File: src/rtl/tile_streamer_pkg.sv
// Shared types and sizing for the tile transpose path (tile mover / tile streamer).
// Holds the FSM state enum, channel-slice constant and the ct/total helpers.
package tile_streamer_pkg;

  typedef enum logic [1:0] {
    IDLE,
    STREAM,
    DRAIN,
    COMPLETE
  } state_t;

  localparam int CS          = 4;
  localparam int DIM_WIDTH   = 8;
  localparam int CT_WIDTH    = DIM_WIDTH - $clog2(CS);
  localparam int TOTAL_WIDTH = 16;

  // Channel tiles per row; channels beyond the last full group of CS are dropped.
  function automatic logic [CT_WIDTH-1:0] calc_ct(input logic [DIM_WIDTH-1:0] c_dim);
    return CT_WIDTH'(c_dim >> $clog2(CS));
  endfunction

  function automatic logic [TOTAL_WIDTH-1:0] calc_total(input logic [DIM_WIDTH-1:0] b_dim,
                                                        input logic [DIM_WIDTH-1:0] w_dim,
                                                        input logic [CT_WIDTH-1:0]  ct);
    return TOTAL_WIDTH'(32'(b_dim) * 32'(w_dim) * 32'(ct));
  endfunction

endpackage

File: src/rtl/tile_streamer_fifo.sv
// Show-ahead synchronous FIFO: head word is always visible at head while not empty.
// Push and pop may coincide at any occupancy, including full.
module sync_fifo #(
  parameter  int DATA_WIDTH = 64,
  parameter  int FIFO_DEPTH = 4,
  localparam int AW         = $clog2(FIFO_DEPTH),
  localparam int CW         = AW + 1
) (
  input  logic                  clk,
  input  logic                  rst_n,
  input  logic                  push,
  input  logic [DATA_WIDTH-1:0] push_data,
  input  logic                  pop,
  output logic [DATA_WIDTH-1:0] head,
  output logic                  full,
  output logic                  empty,
  output logic [CW-1:0]         count
);

  logic [DATA_WIDTH-1:0] mem [FIFO_DEPTH];
  logic [AW-1:0]         wr_ptr;
  logic [AW-1:0]         rd_ptr;
  logic                  do_push;
  logic                  do_pop;

  assign full    = (count == CW'(FIFO_DEPTH));
  assign empty   = (count == '0);
  assign do_pop  = pop && !empty;
  assign do_push = push && (!full || do_pop);
  assign head    = mem[rd_ptr];

  // NOTE: storage is a handful of flops, so it is reset to keep the head (and m_data) at 0 out of reset.
  always_ff @(posedge clk or negedge rst_n) begin
    if (!rst_n) begin
      for (int i = 0; i < FIFO_DEPTH; i++) mem[i] <= '0;
      wr_ptr <= '0;
      rd_ptr <= '0;
      count  <= '0;
    end else begin
      if (do_push) begin
        mem[wr_ptr] <= push_data;
        wr_ptr      <= wr_ptr + 1'b1;
      end
      if (do_pop) rd_ptr <= rd_ptr + 1'b1;
      count <= count + CW'(do_push) - CW'(do_pop);
    end
  end

  a_no_overflow: assert property (@(posedge clk) disable iff (!rst_n) !(push && full && !pop))
    else $error("sync_fifo: push into full FIFO");

endmodule

File: src/rtl/tile_streamer.sv
// Drains a finished (w, b, ct) tile from the buffer read port as a valid/ready stream.
// Optional TILE_STREAMER_ROW_LAST_EN adds m_row_last marking the last ct word of each row.
module tile_streamer
  import tile_streamer_pkg::*;
#(
  parameter int ADDR_WIDTH = 8,
  parameter int DATA_WIDTH = 64,
  parameter int FIFO_DEPTH = 4
) (
  input  logic                  clk,
  input  logic                  rst_n,
  input  logic [ADDR_WIDTH-1:0] base_addr,
  input  logic [DIM_WIDTH-1:0]  b_dim,
  input  logic [DIM_WIDTH-1:0]  w_dim,
  input  logic [DIM_WIDTH-1:0]  c_dim,
  input  logic                  start,
  output logic                  busy,
  output logic                  done,
  output logic [ADDR_WIDTH-1:0] rd_addr,
  output logic                  rd_csb,
  input  logic [DATA_WIDTH-1:0] rd_dout,
  input  logic                  rd_dout_vld,
  output logic                  m_valid,
  input  logic                  m_ready,
  output logic [DATA_WIDTH-1:0] m_data,
  output logic                  m_last
`ifdef TILE_STREAMER_ROW_LAST_EN
  ,
  output logic                  m_row_last
`endif
);

  localparam int CW = $clog2(FIFO_DEPTH) + 1;

  state_t                 state;
  state_t                 state_next;
  logic [ADDR_WIDTH-1:0]  base_q;
  logic [TOTAL_WIDTH-1:0] total_q;
  logic [TOTAL_WIDTH-1:0] issued;
  logic [TOTAL_WIDTH-1:0] pop_cnt;
  logic [CW-1:0]          inflight;
  logic [TOTAL_WIDTH-1:0] start_total;

  logic [CW-1:0]          fifo_count;
  logic                   fifo_full;
  logic                   fifo_empty;
  logic [CW:0]            credit_used;
  logic                   issue;
  logic                   push;
  logic                   pop;
  logic                   capture;

  assign start_total = calc_total(b_dim, w_dim, calc_ct(c_dim));
  assign capture     = (state == IDLE) && start;

  // Credit counts only registered occupancy; a pop this cycle frees a slot next cycle.
  assign credit_used = {1'b0, fifo_count} + {1'b0, inflight};
  assign issue       = (state == STREAM) && (issued < total_q) &&
                       (credit_used < (CW+1)'(FIFO_DEPTH));
  assign push        = rd_dout_vld && (state != IDLE);
  assign pop         = m_valid && m_ready;

  assign rd_csb  = !issue;
  assign rd_addr = base_q + ADDR_WIDTH'(issued);
  assign m_valid = !fifo_empty;
  assign m_last  = m_valid && (pop_cnt == total_q - TOTAL_WIDTH'(1));

  sync_fifo #(
    .DATA_WIDTH (DATA_WIDTH),
    .FIFO_DEPTH (FIFO_DEPTH)
  ) u_fifo (
    .clk       (clk),
    .rst_n     (rst_n),
    .push      (push),
    .push_data (rd_dout),
    .pop       (pop),
    .head      (m_data),
    .full      (fifo_full),
    .empty     (fifo_empty),
    .count     (fifo_count)
  );

  // NOTE: every output of this block gets a default first so no path can hold a value and infer a latch.
  always_comb begin
    state_next = state;
    busy       = 1'b0;
    done       = 1'b0;
    unique case (state)
      IDLE: begin
        if (start) state_next = (start_total == '0) ? COMPLETE : STREAM;
      end
      STREAM: begin
        busy = 1'b1;
        if (issued == total_q) state_next = DRAIN;
      end
      DRAIN: begin
        busy = 1'b1;
        if (inflight == '0 && (fifo_empty || (fifo_count == CW'(1) && pop)))
          state_next = COMPLETE;
      end
      COMPLETE: begin
        done = 1'b1;
        if (!start) state_next = IDLE;
      end
      default: state_next = IDLE;
    endcase
  end

  // NOTE: state is updated with non-blocking assignments so every register sees pre-edge values.
  always_ff @(posedge clk or negedge rst_n) begin
    if (!rst_n) begin
      state    <= IDLE;
      base_q   <= '0;
      total_q  <= '0;
      issued   <= '0;
      pop_cnt  <= '0;
      inflight <= '0;
    end else begin
      state    <= state_next;
      inflight <= inflight + CW'(issue) - CW'(push);
      if (capture) begin
        base_q  <= base_addr;
        total_q <= start_total;
        issued  <= '0;
        pop_cnt <= '0;
      end else begin
        if (issue) issued  <= issued + 1'b1;
        if (pop)   pop_cnt <= pop_cnt + 1'b1;
      end
    end
  end

`ifdef TILE_STREAMER_ROW_LAST_EN
  // ct position of the FIFO head word; advances with each pop and wraps per row.
  logic [CT_WIDTH-1:0] ct_q;
  logic [CT_WIDTH-1:0] head_ct;

  assign m_row_last = m_valid && (head_ct == ct_q - CT_WIDTH'(1));

  always_ff @(posedge clk or negedge rst_n) begin
    if (!rst_n) begin
      ct_q    <= '0;
      head_ct <= '0;
    end else if (capture) begin
      ct_q    <= calc_ct(c_dim);
      head_ct <= '0;
    end else if (pop) begin
      head_ct <= (head_ct == ct_q - CT_WIDTH'(1)) ? '0 : head_ct + 1'b1;
    end
  end
`endif

endmodule

File: config.mk
export PLATFORM = sky130hd
export DESIGN_NAME = tile_streamer
export DESIGN_NICKNAME = d
export VERILOG_FILES = /design/src/rtl/tile_streamer_pkg.sv /design/src/rtl/tile_streamer_fifo.sv /design/src/rtl/tile_streamer.sv
export SDC_FILE = /design/constraint.sdc
export NUM_CORES = 1
export LEC_CHECK = 0
export BUFFER_PORTS_ARGS = -buffer_cell sky130_fd_sc_hd__buf_4
export CORE_UTILIZATION = 55
export CTS_CLUSTER_SIZE = 25
export DETAILED_ROUTE_END_ITERATION = 8
export GPL_ROUTABILITY_DRIVEN = 0
export PLACE_DENSITY = 0.85
export SETUP_SLACK_MARGIN = 0.05
export SLEW_MARGIN = 20
export SYNTH_ARGS = -nofsm -noshare
export SYNTH_HDL_FRONTEND = slang
export SYNTH_HIERARCHICAL = 1
export SYNTH_SLANG_ARGS = --single-unit
File: constraint.sdc
create_clock -name clk -period 3.1 [get_ports clk]
set_input_delay 0.465 -clock clk [delete_from_list [all_inputs] [get_ports clk]]
set_output_delay 0.465 -clock clk [all_outputs]
set_load 0.01 [all_outputs]
# Yosys cells after proc, flatten, opt, wreduce, memory -nomap -nowiden
# Index checks and enable logic that the tools add are counted.
# W data, S select, Z words.
[word_totals]
out_inout_bits = 77
memories = 0
word_cells = 87
latchBits = 0
rom_bits = 0
register_bits = 324
ram_bits = 0
[op_classes]
mul = 2
n_eq_ne = 11
add_sub_neg = 11
div_mod_pow = 0
n_shift = 0
bitwise_logic = 2
n_lt_le_gt_ge = 5
reduce_logical = 25
n_mux = 18
[op_table]
columns = ["operator", "n"]
rows = [
  ["$bwmux W256", 1],
  ["$mux W64", 3],
  ["$bmux W64 S2", 1],
  ["$demux W64 S2", 1],
  ["$mux W16", 4],
  ["$add A16 B1 Y16 const B", 2],
  ["$eq A16 B16 Y1", 2],
  ["$logic_not A16 Y1", 1],
  ["$lt A16 B16 Y1", 1],
  ["$mul A16 B6 Y16", 1],
  ["$mul A8 B8 Y16", 1],
  ["$sub A16 B1 Y16 const B", 1],
  ["$logic_and A1 B1 Y1", 11],
  ["$mux W2", 5],
  ["$add A8 B8 Y8", 1],
  ["$pmux W2 S4", 1],
  ["$add A3 B1 Y3", 2],
  ["$ge A3 B3 Y1 const B", 2],
  ["$logic_not A3 Y1", 2],
  ["$ne A2 B2 Y1 const B", 3],
  ["$not A2 Y3", 2],
  ["$reduce_bool A2 Y1", 3],
  ["$sub A3 B1 Y3", 2],
  ["$add A2 B1 Y2 const B", 2],
  ["14 further kinds", 19],
]

# Longest topological paths before layout
[depth]
ltp_word = 8
mapped_depth = 30
depth_no_buf = 29

# Modules after synthesis
# Netlist, hierarchy kept.
[modules_own_cells]
columns = ["mod", "n_inst", "area_per_inst_um2", "cells_per_inst"]
rows = [
  ["sync_fifo", 1, 11537.3, 652],
  ["tile_streamer", 1, 8155.3, 941],
]

# Worst setup path after synthesis
# OpenSTA, ideal clock, no wires.
[synth_timing]
path_type = "in2reg"
startpoint = "in b_dim[0]"
endpoint = "reg state[1]"
arrival_time_ps = 7218
path_stages = 26
required_ps = 3024
setup_slack_ps = -4194
setup_time_ps = 76
path_cell_list = "clkbuf_1 > nand2_1 > fa_1 > fa_1 > fa_1 > fa_1 > inv_1 > ha_1 > nand3_1 > a2bb2oi_1 > nor2b_1 > xnor2_1 > and2_1 > fa_1 > inv_1 > fa_1 > fa_1 > inv_1 > ha_1 > or4_1 > a41o_1 > o21ai_2 > a21boi_1 > xor2_1 > or4_1 > o21ai_1"
[synth_between]
elab_chain_cells = 6
[synth_rtl]
columns = ["item", "line", "text"]
rows = [
  ["from (decl)", "tile_streamer.sv:13", "input logic [DIM_WIDTH-1:0] b_dim,"],
  ["$mul A8 B8 Y16", "tile_streamer_pkg.sv:25", "return TOTAL_WIDTH'(32'(b_dim) * 32'(w_dim) * 32'(ct));"],
  ["$mul A16 B6 Y16", "tile_streamer_pkg.sv:25", ""],
  ["$logic_not A16 Y1", "tile_streamer.sv:90", "if (start) state_next = (start_total == '0) ? COMPLETE : STREAM;"],
  ["$mux W2 (2 in a row)", "tile_streamer.sv:90", ""],
  ["$pmux W2 S4", "tile_streamer.sv:88", "unique case (state)"],
  ["to (signal assigned)", "tile_streamer.sv:119", "state <= state_next;"],
  ["to (decl)", "tile_streamer.sv:35", "state_t state;"],
]
# Every way passes these cells. The select of a mux whose other input is x is not followed.
# A chain may end at the register's enable or synchronous reset.

# Worst setup path in the final report
[layout_timing]
startpoint = "in w_dim[5]"
endpoint = "reg total_q[15]"
[layout_between]
elab_chain_cells = 2
[layout_rtl]
columns = ["item", "line", "text"]
rows = [
  ["from (decl)", "tile_streamer.sv:14", "input logic [DIM_WIDTH-1:0] w_dim,"],
  ["$mul A8 B8 Y16", "tile_streamer_pkg.sv:25", ""],
  ["$mul A16 B6 Y16", "tile_streamer_pkg.sv:25", ""],
  ["to (signal assigned)", "tile_streamer.sv:123", "total_q <= start_total;"],
  ["to (decl)", "tile_streamer.sv:38", "logic [TOTAL_WIDTH-1:0] total_q;"],
]
# Every way passes these cells.

==> impl_metrics.toml <==
[global_route]
grt_usage_pct = 26.09
grt_pass1_vias = 15132
grt_pass1_wl_um = 75710
antenna_found_initial = 1
grt_max_degree = 97
overflow = 0

[timing]
layout_worst_path_cycle_share_pct = 220.2
setup_slack_ns = -3.726
hold_viol_final = 0
drv_slew = 0
period_needed_ns = 6.826
worst_clock_skew_ns = 0.02085
rsz0062_at_grt = "true"
relSlewSlack_pct = 30.12
setup_violations = 15
tightest_slew_ns = 1.046
holdWs_ns = 0.1170
max_freq_ghz = 0.1465

[clock_tree]
insertion_delay_ns = 0.53
clkTransAtPathRegs_ns = 0.06
cts_sinks = 324
cts_max_level = 2
cts-root-buf = "clkbuf_16"
cts_tree = "done"
numCtsBuffers = 37
ctsLongestPathBuffers = 3

[logic_synthesis]
avgSynthCellArea_sq_um = 12.37
syn_area_sq_um = 19690
ys_warn_count = 6
syn_inst = 1592
syn-num-nets = 1870

[setup_path]
endpoint_kind = "register"
critPathLaunchType = "input pin"
arrival_ns = 7.24
critPathMaxFanout = 4
worstSetupPathType = "input pin to register"
required_ns = 3.52

[drt]
drtPass1Iterations = 7
drc = 0
vias_per_cell = 5.783
final_antenna_net_count = 0
drt_wl_total_um = 47900
routedWlPerCell_um = 19.86
drt_iter0_markers = 809
via_count = 13949

[die]
fp-row-count = 68
dieArea_sq_um = 36550
start_util_pct = 56.43
dieWidth_um = 191.2
io-pin-count = 178
die_h_um = 191.2
core-area_sq_um = 34880

[final_layout]
syn2layout_area_growth_pct = 27.52
stdcell_count = 2412
finalNetCount = 2211
antenna_cells = 0
drive_above_1_share_pct = 47.16
fin_util_pct = 71.96

[status]
status = "complete, but fails checks"
violations = "setup timing"

[job]
max-cap-violations = 0

[place]
hpwl_um = 31630
port_buffers = 175
dp.cells = 2308
pre_cts_slack_ns = -4.188

[worst_hold_path]
holdCritPathClass = "input pin to register"
## per-stage QoR
stage          cell area, sq um  setup TNS (ns)
2_1_floorplan             20030          -37.78
3_3_place_gp              22780          -44.70
3_5_place_dp              22780          -45.69
4_1_cts                   24560          -36.86
5_1_grt                   25100          -40.95
6_report                  25100          -38.32
## critical path, cell delays in order
cell and delay (ns):
buf_4 0.13, nand2_2 0.08, fa_1 0.45, fa_1 0.58
fa_1 0.43, fa_1 0.54, inv_2 0.05, ha_4 0.25
buf_6 0.12, a2bb2oi_2 0.12, nor2b_4 0.18, xnor2_2 0.10
buf_4 0.15, and2_1 0.17, fa_1 0.54, inv_1 0.07
fa_1 0.39, fa_1 0.55, inv_2 0.06, ha_4 0.16
or3_4 0.39, o2111a_1 0.28, o21ai_2 0.14, buf_4 0.13
a21oi_2 0.05, xor3_1 0.23, xnor2_2 0.16, mux2_4 0.26
## cells in the final DEF, fill, tap and decap left out, types with 39 or more instances in the layout
cell type	count
clkbuf_16	39
fa_1	77
nand2_1	110
and2_1	49
buf_4	307
ha_1	64
dfrtp_1	321
inv_1	116
mux4_2	64
mux2_2	257
## state kept, by name, summed over array words and instances, names as in the netlist
register,flops
u_fifo/mem,256
issued,16
pop_cnt,16
total_q,16
base_q,8
inflight,3
u_fifo/count,3
state,2
u_fifo/rd_ptr,2
u_fifo/wr_ptr,2
## per-layer routing
metal	up-vias	share of wire (%)	track usage (%)	routed length (um)
met5	-	0.027	0	13
met4	2	2.7	7.692	1291
met3	119	6.0	5.196	2850
met2	446	52	46.31	24750
met1	7198	40	32.00	18990
li1	6184	-	-	-
## final timing paths
kind | start | end | slack (ns) | depth (start not counted)
setup / recovery | w_dim[5] | total_q[15] | -3.73 | 28
hold / removal | base_addr[0] | base_q[0] | 0.12 | 3
setup reg to reg | u_fifo/count[1] | state[1] | -0.03 | 9
hold reg to reg | base_q[0] | base_q[0] | 0.49 | 2
max in group asynchronous | rst_n | u_fifo/wr_ptr[1] | 1.62 | 3
min in group asynchronous | rst_n | u_fifo/mem[214] | 0.53 | 2
## layout make-up
class	count	area, sq um
multi-input cells	1064	11540
inverters	143	536.8
flip-flops and latches	324	8114
clock inverters	11	141.4
repair buffers	363	3110
clock buffers	52	1085
well taps	455	569.3
fillers	2209	9782
## timing repair
item / CTS / global route
resized for setup: 91 / 98
hold buffers: 1 / 0
setup endpoints to repair: 18 / 28
buffers inserted: 23 / 22
gates cloned: 0 / 2
pin swaps: 63 / 85
hold endpoints to repair: 19 / 0
Power is left out: the tool's default activity adds up to more than one toggle a clock period on the data nets, which glitch-free logic cannot reach.
